<file path="src/rtl/fp_mac_pkg.sv">
// Shared types and constants for the FP dot-product accumulation sequencer.
package fp_mac_pkg;

   typedef enum logic [1:0] {
      IDLE = 2'd0,
      RUN  = 2'd1
   } state_t;

   localparam logic [31:0] FP_POS_ZERO = 32'h0000_0000;
   localparam int          LAT_DEF     = 4;

endpackage

</file>
<file path="src/rtl/fp_mac_lat_tracker.sv">
// Tracks the single in-flight adder operation: pending flag and
// return timer, flagging a missing result or one nobody asked for.
module fp_mac_lat_tracker
   import fp_mac_pkg::*;
#(
   parameter int LAT = LAT_DEF
) (
   input  logic CLK,
   input  logic RESET,
   input  logic issue,
   input  logic res_valid,
   output logic pend,
   output logic timeout,
   output logic spurious
);

   localparam int TW = $clog2(LAT + 1);

   logic [TW-1:0] tmr;

   // The result is due on the LAT-th cycle after issue; absent then means lost.
   assign timeout  = pend & ~res_valid & (tmr == TW'(LAT - 1));
   assign spurious = res_valid & ~pend;

   always_ff @(posedge CLK) begin
      if (RESET) begin
         pend <= 1'b0;
         tmr  <= '0;
      end else if (issue) begin
         pend <= 1'b1;
         tmr  <= '0;
      end else if (pend & res_valid) begin
         pend <= 1'b0;
      end else if (timeout) begin
         pend <= 1'b0;
         tmr  <= '0;
      end else if (pend) begin
         tmr  <= tmr + 1'b1;
      end
   end

endmodule

</file>
<file path="src/rtl/fp_mac_acc_seq.sv">
// Streams LEN products through the FP adder, one in flight at a time,
// feeding each result straight back as the next accumulator operand.
module fp_mac_acc_seq
   import fp_mac_pkg::*;
#(
   parameter int LAT   = LAT_DEF,
   parameter int LEN_W = 8,
   parameter int W     = 32
) (
   input  logic             CLK,
   input  logic             RESET,
   input  logic             start,
   input  logic [LEN_W-1:0] len,
   input  logic             in_valid,
   output logic             in_ready,
   input  logic [W-1:0]     in_prod,
   output logic             add_valid,
   output logic [W-1:0]     add_a,
   output logic [W-1:0]     add_b,
   input  logic             res_valid,
   input  logic [W-1:0]     res_data,
   output logic             out_valid,
   output logic [W-1:0]     out_data,
   output logic             busy,
   output logic             err
);

   state_t           state;
   logic [W-1:0]     acc;
   logic [LEN_W-1:0] cnt;
   logic             pend;
   logic             timeout;
   logic             spurious;
   logic             accept;
   logic             ret;
   logic             run;

   assign run       = (state == RUN);
   assign in_ready  = run & (cnt != '0) & (~pend | res_valid);
   assign accept    = in_valid & in_ready;
   assign ret       = run & pend & res_valid;
   assign add_valid = accept;
   assign add_a     = (pend & res_valid) ? res_data : acc;
   assign add_b     = in_prod;
   assign busy      = (state != IDLE);

   fp_mac_lat_tracker #(
      .LAT (LAT)
   ) u_trk (
      .CLK       (CLK),
      .RESET     (RESET),
      .issue     (accept),
      .res_valid (res_valid),
      .pend      (pend),
      .timeout   (timeout),
      .spurious  (spurious)
   );

   always_ff @(posedge CLK) begin
      if (RESET) begin
         state     <= IDLE;
         acc       <= '0;
         cnt       <= '0;
         out_valid <= 1'b0;
         out_data  <= '0;
         err       <= 1'b0;
      end else begin
         out_valid <= 1'b0;
         unique case (state)
            IDLE: begin
               if (start) begin
                  err <= 1'b0;
                  if (len == '0) begin
                     out_data  <= W'(FP_POS_ZERO);
                     out_valid <= 1'b1;
                  end else begin
                     acc   <= '0;
                     cnt   <= len;
                     state <= RUN;
                  end
               end
            end
            RUN: begin
               if (accept)
                  cnt <= cnt - 1'b1;
               if (ret) begin
                  acc <= res_data;
                  if (cnt == '0) begin
                     out_data  <= res_data;
                     out_valid <= 1'b1;
                     state     <= IDLE;
                  end
               end
               // A lost result leaves acc as it was and moves on.
               if (timeout) begin
                  err <= 1'b1;
                  if (cnt == '0) begin
                     out_data  <= acc;
                     out_valid <= 1'b1;
                     state     <= IDLE;
                  end
               end
               if (spurious)
                  err <= 1'b1;
            end
            default: state <= IDLE;
         endcase
      end
   end

endmodule
</file>
<file path="config.mk">
export PLATFORM = sky130hd
export DESIGN_NAME = fp_mac_acc_seq
export DESIGN_NICKNAME = d
export VERILOG_FILES = /design/src/rtl/fp_mac_pkg.sv /design/src/rtl/fp_mac_lat_tracker.sv /design/src/rtl/fp_mac_acc_seq.sv
export SDC_FILE = /design/constraint.sdc
export NUM_CORES = 1
export LEC_CHECK = 0
export CORE_ASPECT_RATIO = 1.5
export CORE_MARGIN = 3
export CORE_UTILIZATION = 44
export CTS_BUF_LIST = sky130_fd_sc_hd__clkbuf_4 sky130_fd_sc_hd__clkbuf_8
export DETAILED_ROUTE_END_ITERATION = 10
export PLACE_DENSITY = 0.87
export REMOVE_ABC_BUFFERS = 1
export SLEW_MARGIN = 20
export SYNTH_ARGS = -nofsm -noshare
export SYNTH_HDL_FRONTEND = slang
export SYNTH_SLANG_ARGS = --single-unit
</file>
<file path="constraint.sdc">
create_clock -name CLK -period 2.1 [get_ports CLK]
set_input_delay 0.42 -clock CLK [delete_from_list [all_inputs] [get_ports CLK]]
set_output_delay 0.42 -clock CLK [all_outputs]
set_load 0.1 [all_outputs]
</file>
==> results.txt <==
----------------------------------------------------
[STA]
  Pins Over Slew Limit ... 0
  Actual slew at the worst max-slew pin ... 0.636 ns
  Setup repair after global routing missed its margin ... true
  Number of hold-slack violations in the final timing report ... 0
  Setup Viol. Count Final ... 0
  Setup skew after layout ... 0.00915 ns
  Share of the cycle needed by the critical path after routing ... 98.4%
  Relative slew slack ... 57.6%
  Setup ws final ... 0.0338 ns
  Maximum clock frequency ... 0.484 GHz
  Total Negative Setup Slacks ... 0 ns
  Clock period minus final worst setup slack ... 2.07 ns

[Run]
  Max-Cap Viols ... 0

[Clock tree]
  Number of buffers inserted during clock tree synthesis ... 9
  Maximum clock path buffer count ... 2
  CTS hold repair buffers ... 0
  Clock Latency Late Sink ... 0.34 ns
  Number of sinks on the clock net ... 80
  CTS tree ... done
  # H-tree levels ... 3
  Clock root buffer ... sky130_fd_sc_hd__clkbuf_8
  Post-CTS clock slew at the launch and capture registers of the worst setup and hold paths ... 0.09 ns

[Synth]
  Synth top area share ... 37.7%
  Sequential fraction of the synthesis area ... 37.7%
  Library cell with the highest instance count after synthesis ... sky130_fd_sc_hd__dfxtp_1
  Top area cells in the synthesized netlist ... sky130_fd_sc_hd__dfxtp_1 38%, sky130_fd_sc_hd__mux2_2 8.5%, sky130_fd_sc_hd__o221a_1 8.2%
  Most instantiated flip-flop cell in the synthesis netlist ... sky130_fd_sc_hd__dfxtp_1
  Mapped Cells ... 508
  Distinct cell type count of the synthesized netlist ... 47
  Yosys warning total ... 0
  Number of enable flip-flop cells after synthesis ... 0
  Seq cells post-synth ... 80
  Syn Area/Cell ... 8.37 um^2
  Dominant cell type by area after synthesis ... sky130_fd_sc_hd__dfxtp_1
  Post-synthesis instance area ... 4250 um^2
  Share of synthesized registers carrying an async set or reset ... 0%
  Commonest cells in the netlist ... 80 x sky130_fd_sc_hd__dfxtp_1, 77 x sky130_fd_sc_hd__nor2_1, 44 x sky130_fd_sc_hd__nand2_1, 41 x sky130_fd_sc_hd__o21ai_0, 37 x sky130_fd_sc_hd__a21oi_1

[Layout]
  Synthesis-to-finish area growth ... 41.4%
  Total inserted antenna cells ... 0
  Fraction of layout cells with a size suffix above 1 ... 30.4%
  Layout net count ... 675
  Filler cell count in the final layout ... 762

[Die]
  Floorplan die width ... 86.3 um
  Boundary Pins ... 178
  Standard cell core area ... 9360 um^2
  Total number of placement rows ... 43
  Initial cell density of the core ... 45.4%
  Die Y ... 126 um
  Area of the die ... 10900 um^2

[Global route]
  Initial antenna violation count ... 0
  Pin count of the biggest net entering global routing ... 70
  Via count of the first global-routing pass ... 4030
  Global-route wire length before repair ... 20400 um
  GR Overflow Total ... 0
  Overall routing resource usage ... 23.4%

[Min path]
  Tightest Hold Check Type ... reg2reg

[Status]
  Run status ... complete, no violations

[Detailed routing]
  Vias per cell ... 5.80
  Iter 0 DRT Violations ... 273
  Sum of routed wire length over all layers ... 13100 um
  DRT Pass-1 Iters ... 5
  DRT antenna net count ... 0
  Per-cell routed wire length ... 18.4 um
  Total vias in the final route ... 4138
  Post-route DRC violation count ... 0

[Placement]
  Gp weighted congestion ... 0.823
  Post-DP HPWL ... 9050 um
  I/O Buffers ... 113
  Setup slack after placement ... -0.401 ns

[Worst setup path]
  Critical path buffer and inverter count ... 2
  Delay-heaviest family, CP ... simple AND/OR/NAND/NOR gates
  Slowest Stage Delay on Critical Path ... 0.37 ns
  Critical path required time ... 1.68 ns
  Critical path startpoint category ... flip-flop
  Largest fanout on the critical path ... 4
  Critical Path Sink Type ... output pin
  Cell-by-cell listing of the critical path ... nor4_4 -> and3_4 -> nor2_2 -> buf_4 -> buf_12
  Critical setup path kind ... reg2out
  CP max-delay cell ... sky130_fd_sc_hd__dfxtp_4
  Arrival time at the worst endpoint ... 1.65 ns

[Power and ir drop]
  Total power per unit cell area ... 556 nW/um^2
  Overall power consumption ... 0.00334 W
  Reported leakage power ... 2.37 nW
  Maximum vdd ir drop ... 0.390 mV

----------------------------------------------------
area by class of cell:
type / instances / area (um^2) / share of cell area (%)
well taps: 112 / 140 / 2.33
repair buffers: 149 / 1760 / 29.3
inverters: 5 / 18.8 / 0.312
clock buffers: 10 / 131 / 2.18
multi-input cells: 351 / 2250 / 37.5
clock inverters: 6 / 92.6 / 1.54
flip-flops and latches: 80 / 1610 / 26.8
power breakdown:
group / internal [W] / switching, W / total, W
registers: 0.00153 / 0.0000222 / 0.00155
clock network: 0.000690 / 0.000582 / 0.00127
logic: 0.000230 / 0.000284 / 0.000515
worst register-to-register path, delay by kind of cell, from the launching register on:
kind | cells | cell delay, ns
buffers and inverters | 1 | 0.55
AO/OA/AOI/OAI | 2 | 0.43
flip-flops | 1 | 0.41
AND/OR/NAND/NOR | 2 | 0.40
sequential cells by signal, indices dropped and copies added, names as in the netlist:
register,cells
err,1
acc,32
u_trk.pend,1
cnt,8
out_valid,1
out_data,32
state,2
u_trk.tmr,3
per-stage QoR:
| step | util, % | instance area [um^2] | cells | hold slack [ns] |
|---|---|---|---|---|
| floorplan | - | 3810 | 435 | 0.418 |
| global placement | 61.0 | 5710 | 692 | 0.429 |
| detailed placement | 61.0 | 5710 | 692 | 0.451 |
| CTS | 63.7 | 5960 | 710 | 0.464 |
| global route | 64.2 | 6010 | 713 | 0.490 |
| finish | 64.2 | 6010 | 713 | 0.460 |
timing repair:
action,in CTS,in global routing
setup buffers,1,3
cloned,1,0
resized for setup,8,11
pin swaps,3,2
setup endpoints to repair,61,52
cell usage in the layout (no fill, tap or decap), types with 4 or more instances in the layout:
master | netlist | final
sky130_fd_sc_hd__nand2_1 | 44 | 44
sky130_fd_sc_hd__clkbuf_8 | 0 | 9
sky130_fd_sc_hd__mux2_2 | 32 | 32
sky130_fd_sc_hd__buf_4 | 36 | 61
sky130_fd_sc_hd__clkdlybuf4s50_1 | 0 | 42
sky130_fd_sc_hd__dfxtp_1 | 80 | 73
sky130_fd_sc_hd__dfxtp_2 | 0 | 6
sky130_fd_sc_hd__nor2_1 | 77 | 76
sky130_fd_sc_hd__nor3_1 | 5 | 4
sky130_fd_sc_hd__buf_12 | 0 | 43
sky130_fd_sc_hd__o21ai_0 | 41 | 41
sky130_fd_sc_hd__nand3_1 | 34 | 34
sky130_fd_sc_hd__a21oi_1 | 37 | 36
sky130_fd_sc_hd__mux2i_1 | 4 | 4
sky130_fd_sc_hd__o221a_1 | 31 | 31
sky130_fd_sc_hd__xnor2_1 | 4 | 4
cells by family (layout without fill, tap and decap cells):
family	Yosys count	in the layout	synth area share (%)
DFF	80	80	37.7
other	1	1	0.0882
xor gates and xnor gates	5	5	1.03
AOI/OAI and AO/OA	125	126	21.1
adders and majority gates	2	2	0.588
and+or+nand+nor	181	181	19.4
buffers and inverters	78	170	10.7
muxes	36	36	9.42
worst paths after layout:
check | cells after the start | endpoint | startpoint | slack [ns]
max | 5 | add_valid | cnt[2]$_SDFFE_PP0P_ | 0.03
min | 2 | u_trk.tmr[2]$_SDFFE_PP0P_ | u_trk.tmr[2]$_SDFFE_PP0P_ | 0.46
max reg2reg | 5 | out_data[12]$_SDFFE_PP0P_ | state[0]$_SDFFE_PP0P_ | 0.26
min reg2reg | 2 | u_trk.tmr[2]$_SDFFE_PP0P_ | u_trk.tmr[2]$_SDFFE_PP0P_ | 0.46
metal layers:
metal / track usage [%] / up-vias / wire [um]
li1: - / 1938 / -
met1: 27.3 / 1940 / 5020
met2: 39.0 / 227 / 6500
met3: 8.84 / 31 / 1240
met4: 7.06 / 2 / 311
met5: 4.31 / - / 48
Power figures use the tool's default switching activity.
